[src/rtl/instr_fetch_unit.sv]
// Fetch stage: holds the PC, issues one instruction-memory request at a time and presents the word to decode.
// Optional fetch timeout with a sticky error flag is compiled in when FETCH_TIMEOUT_EN is defined.
module instr_fetch_unit #(
  parameter logic [31:0] RESET_PC    = 32'h0000_0000,
  parameter int          TIMEOUT_CYC = 16
) (
  input  logic        clk,
  input  logic        rst_n,
  output logic        imem_req,
  output logic [31:0] imem_addr,
  input  logic        imem_gnt,
  input  logic        imem_rvalid,
  input  logic [31:0] imem_rdata,
  input  logic        stall,
  input  logic        branch_taken,
  input  logic [31:0] branch_offset,
  output logic        instr_valid,
  output logic [31:0] instr,
  output logic [5:0]  opcode,
  output logic [31:0] pc,
  output logic [31:0] pc_plus4,
  output logic        fetch_err
);

  typedef enum logic [1:0] {
    S_IDLE  = 2'd0,
    S_FETCH = 2'd1,
    S_WAIT  = 2'd2,
    S_HOLD  = 2'd3
  } state_t;

  state_t      state_reg, state_next;
  logic [31:0] pc_reg, pc_next;
  logic [31:0] instr_reg, instr_next;
  logic        valid_reg, valid_next;

`ifdef FETCH_TIMEOUT_EN
  localparam int CNT_W = (TIMEOUT_CYC > 1) ? $clog2(TIMEOUT_CYC) : 1;
  localparam logic [CNT_W-1:0] CNT_LAST = CNT_W'(TIMEOUT_CYC - 1);

  logic [CNT_W-1:0] cnt_reg, cnt_next;
  logic             err_reg, err_next;
`endif

  always_ff @(posedge clk or negedge rst_n) begin
    if (!rst_n) begin
      state_reg <= S_IDLE;
      pc_reg    <= RESET_PC;
      instr_reg <= 32'h0000_0000;
      valid_reg <= 1'b0;
`ifdef FETCH_TIMEOUT_EN
      cnt_reg   <= '0;
      err_reg   <= 1'b0;
`endif
    end else begin
      state_reg <= state_next;
      pc_reg    <= pc_next;
      instr_reg <= instr_next;
      valid_reg <= valid_next;
`ifdef FETCH_TIMEOUT_EN
      cnt_reg   <= cnt_next;
      err_reg   <= err_next;
`endif
    end
  end

  always_comb begin
    state_next = state_reg;
    pc_next    = pc_reg;
    instr_next = instr_reg;
    valid_next = valid_reg;
`ifdef FETCH_TIMEOUT_EN
    cnt_next   = cnt_reg;
    err_next   = err_reg;
`endif
    case (state_reg)
      S_IDLE: begin
        state_next = S_FETCH;
      end
      S_FETCH: begin
        // Read data seen here belongs to an abandoned request and is dropped.
        if (imem_gnt) begin
          state_next = S_WAIT;
        end
      end
      S_WAIT: begin
        if (imem_rvalid) begin
          instr_next = imem_rdata;
          valid_next = 1'b1;
          state_next = S_HOLD;
`ifdef FETCH_TIMEOUT_EN
          cnt_next   = '0;
        end else if (cnt_reg == CNT_LAST) begin
          // Substitute a nop so the pipeline keeps moving; the flag records the loss.
          instr_next = 32'h0000_0000;
          valid_next = 1'b1;
          err_next   = 1'b1;
          cnt_next   = '0;
          state_next = S_HOLD;
        end else begin
          cnt_next   = cnt_reg + 1'b1;
`endif
        end
      end
      S_HOLD: begin
        if (!stall) begin
          valid_next = 1'b0;
          pc_next    = branch_taken ? (pc_plus4 + (branch_offset << 2)) : pc_plus4;
          state_next = S_FETCH;
        end
      end
      default: begin
        state_next = S_IDLE;
      end
    endcase
  end

  assign imem_req    = (state_reg == S_FETCH);
  assign imem_addr   = pc_reg;
  assign pc          = pc_reg;
  assign pc_plus4    = pc_reg + 32'd4;
  assign instr       = instr_reg;
  assign opcode      = instr_reg[31:26];
  assign instr_valid = valid_reg;

`ifdef FETCH_TIMEOUT_EN
  assign fetch_err = err_reg;
`else
  assign fetch_err = 1'b0;
`endif

endmodule

[config.mk]
export PLATFORM = sky130hd
export DESIGN_NAME = instr_fetch_unit
export DESIGN_NICKNAME = d
export VERILOG_FILES = /design/src/rtl/instr_fetch_unit.sv
export SDC_FILE = /design/constraint.sdc
export NUM_CORES = 1
export LEC_CHECK = 0
export ABC_AREA = 1
export CORE_AREA = 4 4 115 117
export DETAILED_ROUTE_END_ITERATION = 10
export DIE_AREA = 0 0 119 121
export GPL_TIMING_DRIVEN = 1
export PLACE_DENSITY_LB_ADDON = 0.08
export SETUP_SLACK_MARGIN = 0.15
export SYNTH_ARGS = -nofsm -noshare
export SYNTH_HDL_FRONTEND = slang
export SYNTH_SLANG_ARGS = --single-unit
[constraint.sdc]
create_clock -name clk -period 7.1 [get_ports clk]
set_input_delay 2.13 -clock clk [delete_from_list [all_inputs] [get_ports clk]]
set_output_delay 2.13 -clock clk [all_outputs]
set_load 0.02 [all_outputs]
Word-level counts from Yosys, hierarchy flattened
Index checks and enable logic that the tools add are counted.
{"block": "totals", "word_cells": 27, "in_bits": 70, "regBits": 67, "out_inout_bits": 137}
{"block": "op_classes", "add_sub_neg": 2, "n_reduce_logical": 6, "eq_ne": 6, "mux": 8, "n_bitwise": 1}
{"op": "32-bit by 3-bit adder with 32-bit output, second input constant", "count": 1}
{"op": "32-bit adder", "count": 1}
{"op": "32-bit two-way mux", "count": 1}
{"op": "2-bit case mux with 4 select lines", "count": 1}
{"op": "2-bit two-way mux", "count": 3}
{"op": "3-bit AND reduction", "count": 2}
{"op": "2-bit == test, second input constant", "count": 2}
{"op": "2-bit != test, second input constant", "count": 2}
{"op": "2-bit AND reduction", "count": 2}
{"op": "2-bit by 1-bit == test with 1-bit output, second input constant", "count": 1}
{"op": "2-bit zero test", "count": 1}
{"op": "1-bit two-way mux", "count": 2}
{"op": "2-bit by 1-bit != test with 1-bit output, second input constant", "count": 1}
{"op": "1-bit case mux with 2 select lines", "count": 1}
{"op": "2-bit nonzero test", "count": 1}
{"op": "1-bit NOT", "count": 1}

Depth between registers and ports, before layout
{"block": "depth", "ltp_word": 3, "ltp_mapped": 24, "ltp_nobuf": 24}

Least setup slack after synthesis
No wires, ideal clock.
{"block": "synth_path", "path_type": "register to output", "startpoint": "register pc_reg[2], in the netlist imem_addr[2]", "endpoint": "output pc_plus4[23]", "stages_incl_launch_ff": 7, "required_time_ps": 4970, "slack_ps": 3293, "path_buffers": 0, "t_arrival_ps": 1677, "cell_sequence": "dfrtp_1 > inv_1 > nor2_4 > nand2_2 > nor2_4 > nand2_1 > xor2_1"}
{"block": "synth_via", "elab_chain_cells": 1}
{"item": "start: declaration", "line": "33", "rtl": "logic [31:0] pc_reg, pc_next;"}
{"item": "start signal: assignment", "line": "57", "rtl": "pc_reg <= pc_next;"}
{"item": "32-bit by 3-bit adder with 32-bit output", "line": "121", "rtl": "assign pc_plus4 = pc_reg + 32'd4;"}
{"item": "end: declaration", "line": "21", "rtl": "output logic [31:0] pc_plus4,"}
Every way passes these cells.

Worst setup path after layout
{"block": "layout_path", "startpoint": "register pc_reg[3], in the netlist imem_addr[3]", "endpoint": "output pc_plus4[30]"}
The elaborated chain is that of the path after synthesis.

==> results.toml <==
[setup_path]
crit_path_start_kind = "flop"
endpoint_kind = "primary output"
r2r_start = "imem_addr[3]"
worstSetupPathType = "flop to primary output"
crit_arrival_ns = 2.71
startpoint = "imem_addr[3]"
required_ns = 4.97
path_max_fanout = 5

[cells_and_area]
drive_above_1_share_pct = 3.84
multi_input_comb_area_mm2 = 0.00362
antennaDiodeCount = 0
syn2layout_area_growth_pct = 34.9
layoutNonFillerInstCount = 1318
fin_area_mm2 = 0.00827
largest_register_ffs = 32
nets = 1253
num-fill-cells = 1154
final-seq-area_mm2 = 0.00163

[die]
start_util_pct = 49.6
die_area_mm2 = 0.0144
die_w_um = 119
num_io_pins = 207
die_h_um = 121
core_mm2 = 0.0124
rows = 41

[grt]
antenna_found_initial = 0
grt_pass1_wl_mm = 31.0
first_global_vias = 6161
grtUsageTotal_pct = 26.8
grt-ovfl-total = 0
grt_max_degree = 66

[logic_synthesis]
synth_edf_count = 0
syn_inst = 985
synth_top_area_cell = "dfrtp_1"
synth_common_cells = "nand2_1, inv_1, nor2_1"
yosys.cell_types.count = 34
synth_most_common_cell = "nand2_1"
synth_seq_cells = 65
synth_compound_area_share_pct = 8.45
async_reset_ff_share_pct = 100
ys_seq_area_share_pct = 26.5
syn_area_mm2 = 0.00613
yosys.area.top_type_share_pct = 26.5
synth_simple_gate_area_share_pct = 38.0
synth-xor-area-share_pct = 3.72
synth_mux_area_share_pct = 0
synth_top_family_by_area = "simple AND/OR/NAND/NOR gates"
synth_area_leaders = "dfrtp_1, nand2_1, inv_1"
ys.flop_type = "dfrtp_1"
yosysWarnings = 0
synthAdderAreaFrac_pct = 8.49
syn_avg_cell_area_um2 = 6.22

[clock_tree]
postCtsResizedCells = 0
clock_path_buffers = 2
cts.sinks = 65
cts_buffers = 9
cts_root_buffer = "clkbuf_16"
htreeDepth = 3
clk_pin_slew_ns = 0.05
postCtsHoldBufs = 0
cts_setup_buffers = 0
clkLatencyLatePin_ns = 0.33
cts_tree = "done"

[timing]
worst_slew_pin_slew_ns = 0.987
fmax_mhz = 207
tns_ns = 0
rsz0062_at_grt = "no"
finalCriticalPeriod_ns = 4.84
finalCritPeriodShare_pct = 68.2
final_max_slew_viol_count = 0
setup_violations = 0
hold_violations = 0
maxSlewHeadroom_pct = 34.1
fin_ws_ns = 2.26
finClkSkew_ns = 0.00592

[drt]
drt-initial-drc-count = 542
finalWirelength_mm = 19.1
first_pass_iters = 5
ant_nets = 0
routed_via_density = 5.00
vias = 6592
wire_per_inst_um = 14.5
drc = 0

[min_path]
worstHoldStart = "instr[2]"
min_path_type = "flop to flop"

[power_and_ir_drop]
p_per_area_mw_per_mm2 = 473
power_leakage_nw = 4.28
finalPower_mw = 3.91
vdd_drop_max_v = 0.000203

[placed_design]
place_area_mm2 = 0.00797
dp_slack_ns = 2.63
gp_congestion = 0.932
place_inst = 1303
io_buffer_count = 197
place_hpwl_mm = 15.4

[run]
maxCapViolCount = 0

[status]
status = "finished, final reports clean"
-- kinds of logic after synthesis --
logic type      Yosys count
simple gates            560
buf+inv                 196
compound gates           96
flops                    65
fa+ha+maj                41
xor+xnor                 26
other cells               1
-- through the flow --
stage	utilization, %	hold slack, ns
after CTS	66.9	0.478
after detailed placement	64.5	0.464
final	66.9	0.474
after global placement	64.5	0.461
after floorplan	-	0.503
after global routing	66.9	0.495
-- per-layer routing --
metal / vias to the layer above / GRT usage, % / share of wire, %
met5: - / 0 / 0
met4: 0 / 7.31 / 1.7
met3: 19 / 4.24 / 7.8
met2: 282 / 43.5 / 46
met1: 2969 / 37.0 / 45
li1: 3322 / - / -
-- worst max-delay path, stage by stage, from the launching register on --
cell,delay [ns]
dfrtp_1,0.41
ha_1,0.28
nand2_1,0.11
nor2_1,0.23
inv_1,0.11
nor2_1,0.29
nand3b_1,0.12
nand2_1,0.19
clkdlybuf4s50_1,0.64
-- area by class of cell --
type,instances,share of cell area [%]
inverters,135,6.13
multi-input cells,730,43.8
well taps,172,2.60
clock inverters,3,0.484
flip-flops and latches,65,19.7
clock buffers,12,3.10
repair buffers,201,24.2
-- power by group --
group | leakage (nW) | switching [mW] | total [mW] | internal, mW
clock network | 0.148 | 0.153 | 0.440 | 0.287
registers | 0.809 | 0.210 | 0.755 | 0.545
logic | 3.32 | 1.60 | 2.72 | 1.11
total | 4.28 | 1.97 | 3.91 | 1.95
-- cell usage in the layout, fill, tap and decap left out, types with 2 or more instances in the layout --
master / netlist / layout
o22ai_1: 4 / 4
xor2_1: 21 / 21
xnor2_1: 5 / 5
nand3_1: 56 / 56
nand3b_1: 5 / 5
nor3_1: 7 / 7
nand2_1: 387 / 387
nand2_2: 8 / 8
clkbuf_8: 0 / 2
and2_1: 3 / 3
clkinv_2: 0 / 2
nor2_2: 6 / 7
buf_4: 43 / 4
dfrtp_1: 65 / 65
clkbuf_16: 0 / 9
nor2_1: 68 / 67
inv_1: 134 / 134
o21bai_1: 7 / 7
o211ai_1: 4 / 4
nor2_4: 4 / 4
a21oi_1: 41 / 41
o21ai_0: 33 / 33
nor3_2: 2 / 2
clkdlybuf4s50_1: 0 / 196
conb_1: 1 / 7
ha_1: 40 / 40
nand4_1: 10 / 10
o21ai_1: 5 / 5
-- path summary, 6_finish.rpt --
check / cells past startpoint / slack [ns] / endpoint
setup reg to reg: 18 / 3.77 / imem_addr[23]
max in group asynchronous: 2 / 4.57 / instr[14]
hold reg to reg: 2 / 0.47 / instr[2]
hold / removal: 2 / 0.47 / instr[2]
min in group asynchronous: 2 / 1.99 / instr[27]
setup / recovery: 8 / 2.26 / pc_plus4[30]
(Power assumes the default switching activity.)
